### config.mk
export PLATFORM = sky130hd
export DESIGN_NAME = systolic_row_feeder
export DESIGN_NICKNAME = d
export VERILOG_FILES = /design/src/rtl/systolic_row_feeder.sv
export SDC_FILE = /design/constraint.sdc
export NUM_CORES = 1
export LEC_CHECK = 0
export BUFFER_PORTS_ARGS = -buffer_cell sky130_fd_sc_hd__buf_2
export CORE_MARGIN = 2
export CORE_UTILIZATION = 49
export CTS_CLUSTER_SIZE = 14
export DETAILED_ROUTE_END_ITERATION = 12
export HOLD_SLACK_MARGIN = 0.06
export PLACE_DENSITY = 0.78
export RECOVER_POWER = 50
export SYNTH_ARGS = -nofsm -noshare
export SYNTH_HDL_FRONTEND = slang
export SYNTH_SLANG_ARGS = --single-unit
### constraint.sdc
create_clock -name CLK -period 6.15 [get_ports CLK]
set_clock_uncertainty 0.1 [all_clocks]
set_input_delay 0.615 -clock CLK [delete_from_list [all_inputs] [get_ports CLK]]
set_output_delay 0.615 -clock CLK [all_outputs]
set_load 0.03 [all_outputs]
### src/rtl/systolic_row_feeder.sv
// systolic_row_feeder: pops skewed operand wavefronts from row FIFOs onto the PE array west edge
module systolic_row_feeder #(
  parameter int ROWS   = 4,
  parameter int BWIDTH = 8,
  parameter int LEN_W  = 6,
  parameter int CNT_W  = 7
) (
  input  logic                    CLK,
  input  logic                    RSTn,
  input  logic                    START,
  input  logic [LEN_W-1:0]        LEN,
  input  logic [ROWS-1:0]         FIFO_EMPTY,
  input  logic [ROWS*BWIDTH-1:0]  FIFO_DOUT,
  output logic [ROWS-1:0]         FIFO_POPE,
  output logic [ROWS*BWIDTH-1:0]  A_OUT,
  output logic [ROWS-1:0]         A_VALID,
  output logic                    BUSY,
  output logic                    STALL,
  output logic                    DONE
);
  typedef enum logic [1:0] {IDLE, RUN, FIN} state_t;
  state_t                   state_q, state_d;
  logic [CNT_W-1:0]         t_q, t_d;
  logic [LEN_W-1:0]         len_q, len_d;
  logic [ROWS-1:0]          active;
  logic                     blocked;
  logic [CNT_W-1:0]         len_ext, last_t;
  logic [ROWS*BWIDTH-1:0]   a_out_q, a_out_d;
  logic [ROWS-1:0]          a_valid_q;
  assign len_ext = CNT_W'(len_q);
  assign last_t  = len_ext + CNT_W'(ROWS - 2);
  // row r is inside its diagonal window for wavefront cycles r .. r+len-1
  always_comb begin
    active = '0;
    for (int r = 0; r < ROWS; r++)
      active[r] = (t_q >= CNT_W'(r)) && (t_q < CNT_W'(r) + len_ext);
  end
  assign blocked = |(active & FIFO_EMPTY);
  // next state, pops and stall; any dry active row freezes the whole wavefront
  always_comb begin
    state_d   = state_q;
    t_d       = t_q;
    len_d     = len_q;
    FIFO_POPE = '0;
    STALL     = 1'b0;
    case (state_q)
      IDLE: if (START) begin
        if (LEN != '0) begin
          len_d   = LEN;
          t_d     = '0;
          state_d = RUN;
        end else state_d = FIN;
      end
      RUN: begin
        STALL = blocked;
        if (!blocked) begin
          FIFO_POPE = active;
          t_d       = t_q + 1'b1;
          state_d   = (t_q == last_t) ? FIN : RUN;
        end
      end
      FIN:     state_d = IDLE;
      default: state_d = IDLE;
    endcase
  end
  // head data is captured in the pop cycle; idle rows are zero padded
  always_comb begin
    a_out_d = '0;
    for (int r = 0; r < ROWS; r++)
      a_out_d[r*BWIDTH +: BWIDTH] = FIFO_POPE[r] ? FIFO_DOUT[r*BWIDTH +: BWIDTH] : '0;
  end
  // state, counter and edge registers; reset aborts any wavefront at once
  always_ff @(posedge CLK or negedge RSTn) begin
    if (!RSTn) begin
      state_q   <= IDLE;
      t_q       <= '0;
      len_q     <= '0;
      a_out_q   <= '0;
      a_valid_q <= '0;
    end else begin
      state_q   <= state_d;
      t_q       <= t_d;
      len_q     <= len_d;
      a_out_q   <= a_out_d;
      a_valid_q <= FIFO_POPE;
    end
  end
  assign A_OUT   = a_out_q;
  assign A_VALID = a_valid_q;
  assign BUSY    = state_q != IDLE;
  assign DONE    = state_q == FIN;
endmodule

==> impl_metrics.py <==
metrics = {
    "synthesis": {
        "syn_area_sq_um": 2790,
        "yosysTopAreaCellShare": 0.457,
        "synthCells": 260,
        "syn-num-nets": 337,
        "synth_cell_types": 41,
        "synth_top_flop_cell": "dfrtp_1",
        "async_reset_ff_frac": 1.00,
        "ys_top_cells_by_area": "dfrtp_1 (46%), ha_1 (14%), and2_1 (7.4%)",
        "ys_seq_area_frac": 0.457,
        "synth_edf_count": 0,
        "syn_area_per_cell_sq_um": 10.7,
        "ys_ff_latch": 51,
        "synth_warnings": 0,
        "synth_largest_area_cell": "dfrtp_1",
    },
    "finish": {
        "finalInstanceArea_sq_um": 3390,
        "antennaDiodeCount": 0,
        "area_growth_pct": 21.3,
        "utilization": 0.615,
        "drive_gt1_frac": 0.249,
        "nNetsFinal": 425,
        "fill_cells": 485,
    },
    "routing": {
        "met2_length_mm": 2.73,
        "dr_wl_met3_microns": 442,
        "vias": 2223,
        "routed_wl_mm": 5.90,
        "wl_per_cell_microns": 14.0,
        "drtIter0Drc": 71,
        "drc": 0,
        "antenna_left": 0,
        "post_drt_via_cell_ratio": 5.28,
        "wl_met1_mm": 2.68,
        "dr.max_layer_used": "met4",
        "drt_pass1_iterations": 4,
    },
    "global_route": {
        "grt_max_degree": 52,
        "grt_pass1_wl_mm": 9.72,
        "antenna_found_initial": 0,
        "grt_pass1_vias": 2093,
        "gr-total-overflow": 0,
        "grt_usage": 0.196,
    },
    "timing": {
        "setup_violations": 0,
        "relSlewSlack": -0.713,
        "rsz0062_at_grt": "false",
        "fmax_ghz": 0.222,
        "period_needed_ns": 4.51,
        "fin_tns_setup_ns": 0,
        "hold_violations": 0,
        "drv_slew": 52,
        "worst_pin_slew_ns": 2.57,
        "fin_crit_sh": 0.734,
        "hold_ws_ns": 0.406,
    },
    "pwr": {
        "vdd_ir_drop_max_mv": 0.221,
        "p_leak_uw": 0.00172,
        "p_total_uw": 1750,
        "powerDensity_nw_per_um2": 516,
    },
    "cts": {
        "cts_made_buffers": 5,
        "ctsHtreeMaxLevel": 2,
        "post-cts-setup-buffers": 0,
        "cts.root.buffer_cell": "clkbuf_8",
        "clkLatencyLatePin_ns": 0.31,
        "cts_num_sinks": 51,
        "hold_buffers": 0,
        "clockBufferDepth": 2,
        "cts-resized-gates": 0,
        "cts_tree": "done",
        "clkTransAtPathRegs_ns": 0.10,
    },
    "setup_path": {
        "required_ns": 5.43,
        "cp-startpoint": "len_q[3]",
        "crit_fanout": 14,
        "worst-setup-path-type": "reg -> out",
        "rr_startpoint": "len_q[3]",
        "start_kind": "register",
        "arrival_ns": 3.80,
        "end_kind": "output pin",
    },
    "floorplanning": {
        "core_area_sq_um": 5510,
        "ios": 88,
        "die_h_microns": 79.5,
        "fp.dieArea_sq_um": 6310,
        "start_util": 0.507,
        "num_rows": 27,
        "die_x_microns": 79.5,
    },
    "placement": {
        "portBuffers": 87,
        "gp_congestion": 0.900,
        "place_area_sq_um": 3290,
        "dp_hpwl_mm": 4.51,
    },
    "hold_path": {
        "worstHoldStart": "FIFO_DOUT[25]",
        "holdCritPathClass": "in -> reg",
    },
    "status": {
        "status": "finished with violations",
        "violations": "capacitance limit, slew limit",
    },
    "flow_run": {
        "maxCapViolations": 1,
    },
}
[worst paths after layout]
check,to,slack (ns),cells after the start
setup reg to reg,A_OUT[22],2.57,10
min in group asynchronous,A_OUT[5],1.00,1
hold / removal,A_OUT[25],0.41,2
setup / recovery,FIFO_POPE[2],1.64,10
max in group asynchronous,A_OUT[18],3.50,1
hold reg to reg,state_q[1],0.41,1
[area by class of cell]
class                      instances  area, sq um  area share
multi-input combinational        191         1450       0.427
clock buffer                       6         82.6      0.0244
timing repair buffer              87          408       0.120
sequential                        51         1280       0.377
clock inverter                     2         38.8      0.0115
inverter                          12         45.0      0.0133
tap                               72         90.1      0.0266
[synth_stat cells, types with 6 or more instances]
| library cell | instances |
|---|---|
| ha_1 | 32 |
| xnor2_1 | 10 |
| and2_1 | 33 |
| mux2_2 | 6 |
| a21oi_1 | 12 |
| nor2_1 | 7 |
| nor3_1 | 10 |
| dfrtp_1 | 51 |
| nand3_1 | 6 |
| inv_1 | 11 |
| nand2_1 | 17 |
[layer usage]
layer  vias to the layer above  global-route usage
li1                       1083                   -
met1                      1050               0.268
met2                        85               0.323
met3                         5              0.0396
met4                         0              0.0448
met5                         -                   0
[cell usage in the layout (no fill, tap or decap), types with 2 or more instances in the layout]
master     instances
buf_2             65
dfrtp_1           51
and2_1            33
ha_1              32
clkbuf_1          22
nand2_1           17
a21oi_1           12
inv_1             11
xnor2_1           10
nor3_1            10
nor2_1             7
nand3_1            6
mux2_2             6
clkbuf_8           6
nand2b_1           5
nor4_1             4
nand4_1            4
or4_1              4
nor4_2             4
mux2i_1            4
or2_2              3
a21o_1             3
o21ai_0            3
nor2b_1            2
o211ai_1           2
a211oi_1           2
nand3b_1           2
or3_1              2
o2bb2ai_1          2
[through the flow]
| stage | setup slack, ns | std cells |
|---|---|---|
| 6_report | 1.64 | 421 |
| 5_1_grt | 1.35 | 421 |
| 4_1_cts | 1.64 | 421 |
| 3_5_place_dp | 1.99 | 413 |
| 3_3_place_gp | 2.11 | 413 |
| 2_1_floorplan | 2.34 | 260 |
[critical path, cell delays in order, from the launching register on]
cell and delay, ns:
dfrtp_1 0.48, clkinv_1 0.24, nor4_1 0.48, nand2_1 0.12, ha_1 0.33, nand4_1 0.11, a21oi_1 0.17, a211oi_1 0.10
a221o_1 0.52, nor4b_2 0.65, buf_2 0.32
[sequential cells by signal (all words and copies together) (netlist names)]
signal   count
len_q        6
A_VALID      4
t_q          7
state_q      2
A_OUT       32
[power by group]
part,switching (uW),internal (uW)
combinational,604,359
sequential,99.0,437
clock,114,134
total,817,930
[cells by family (layout without fill, tap and decap cells)]
group                      after synthesis  after routing  synth area share
muxes                                   10             10            0.0386
adders and majority gates               32             32             0.143
AOI/OAI and AO/OA                       29             29            0.0673
xor gates and xnor gates                11             11            0.0345
buffers and inverters                   18            107            0.0247
DFF                                     51             51             0.457
and+or+nand+nor                        109            109             0.234
Note: power is estimated with default switching activity, not from simulation.
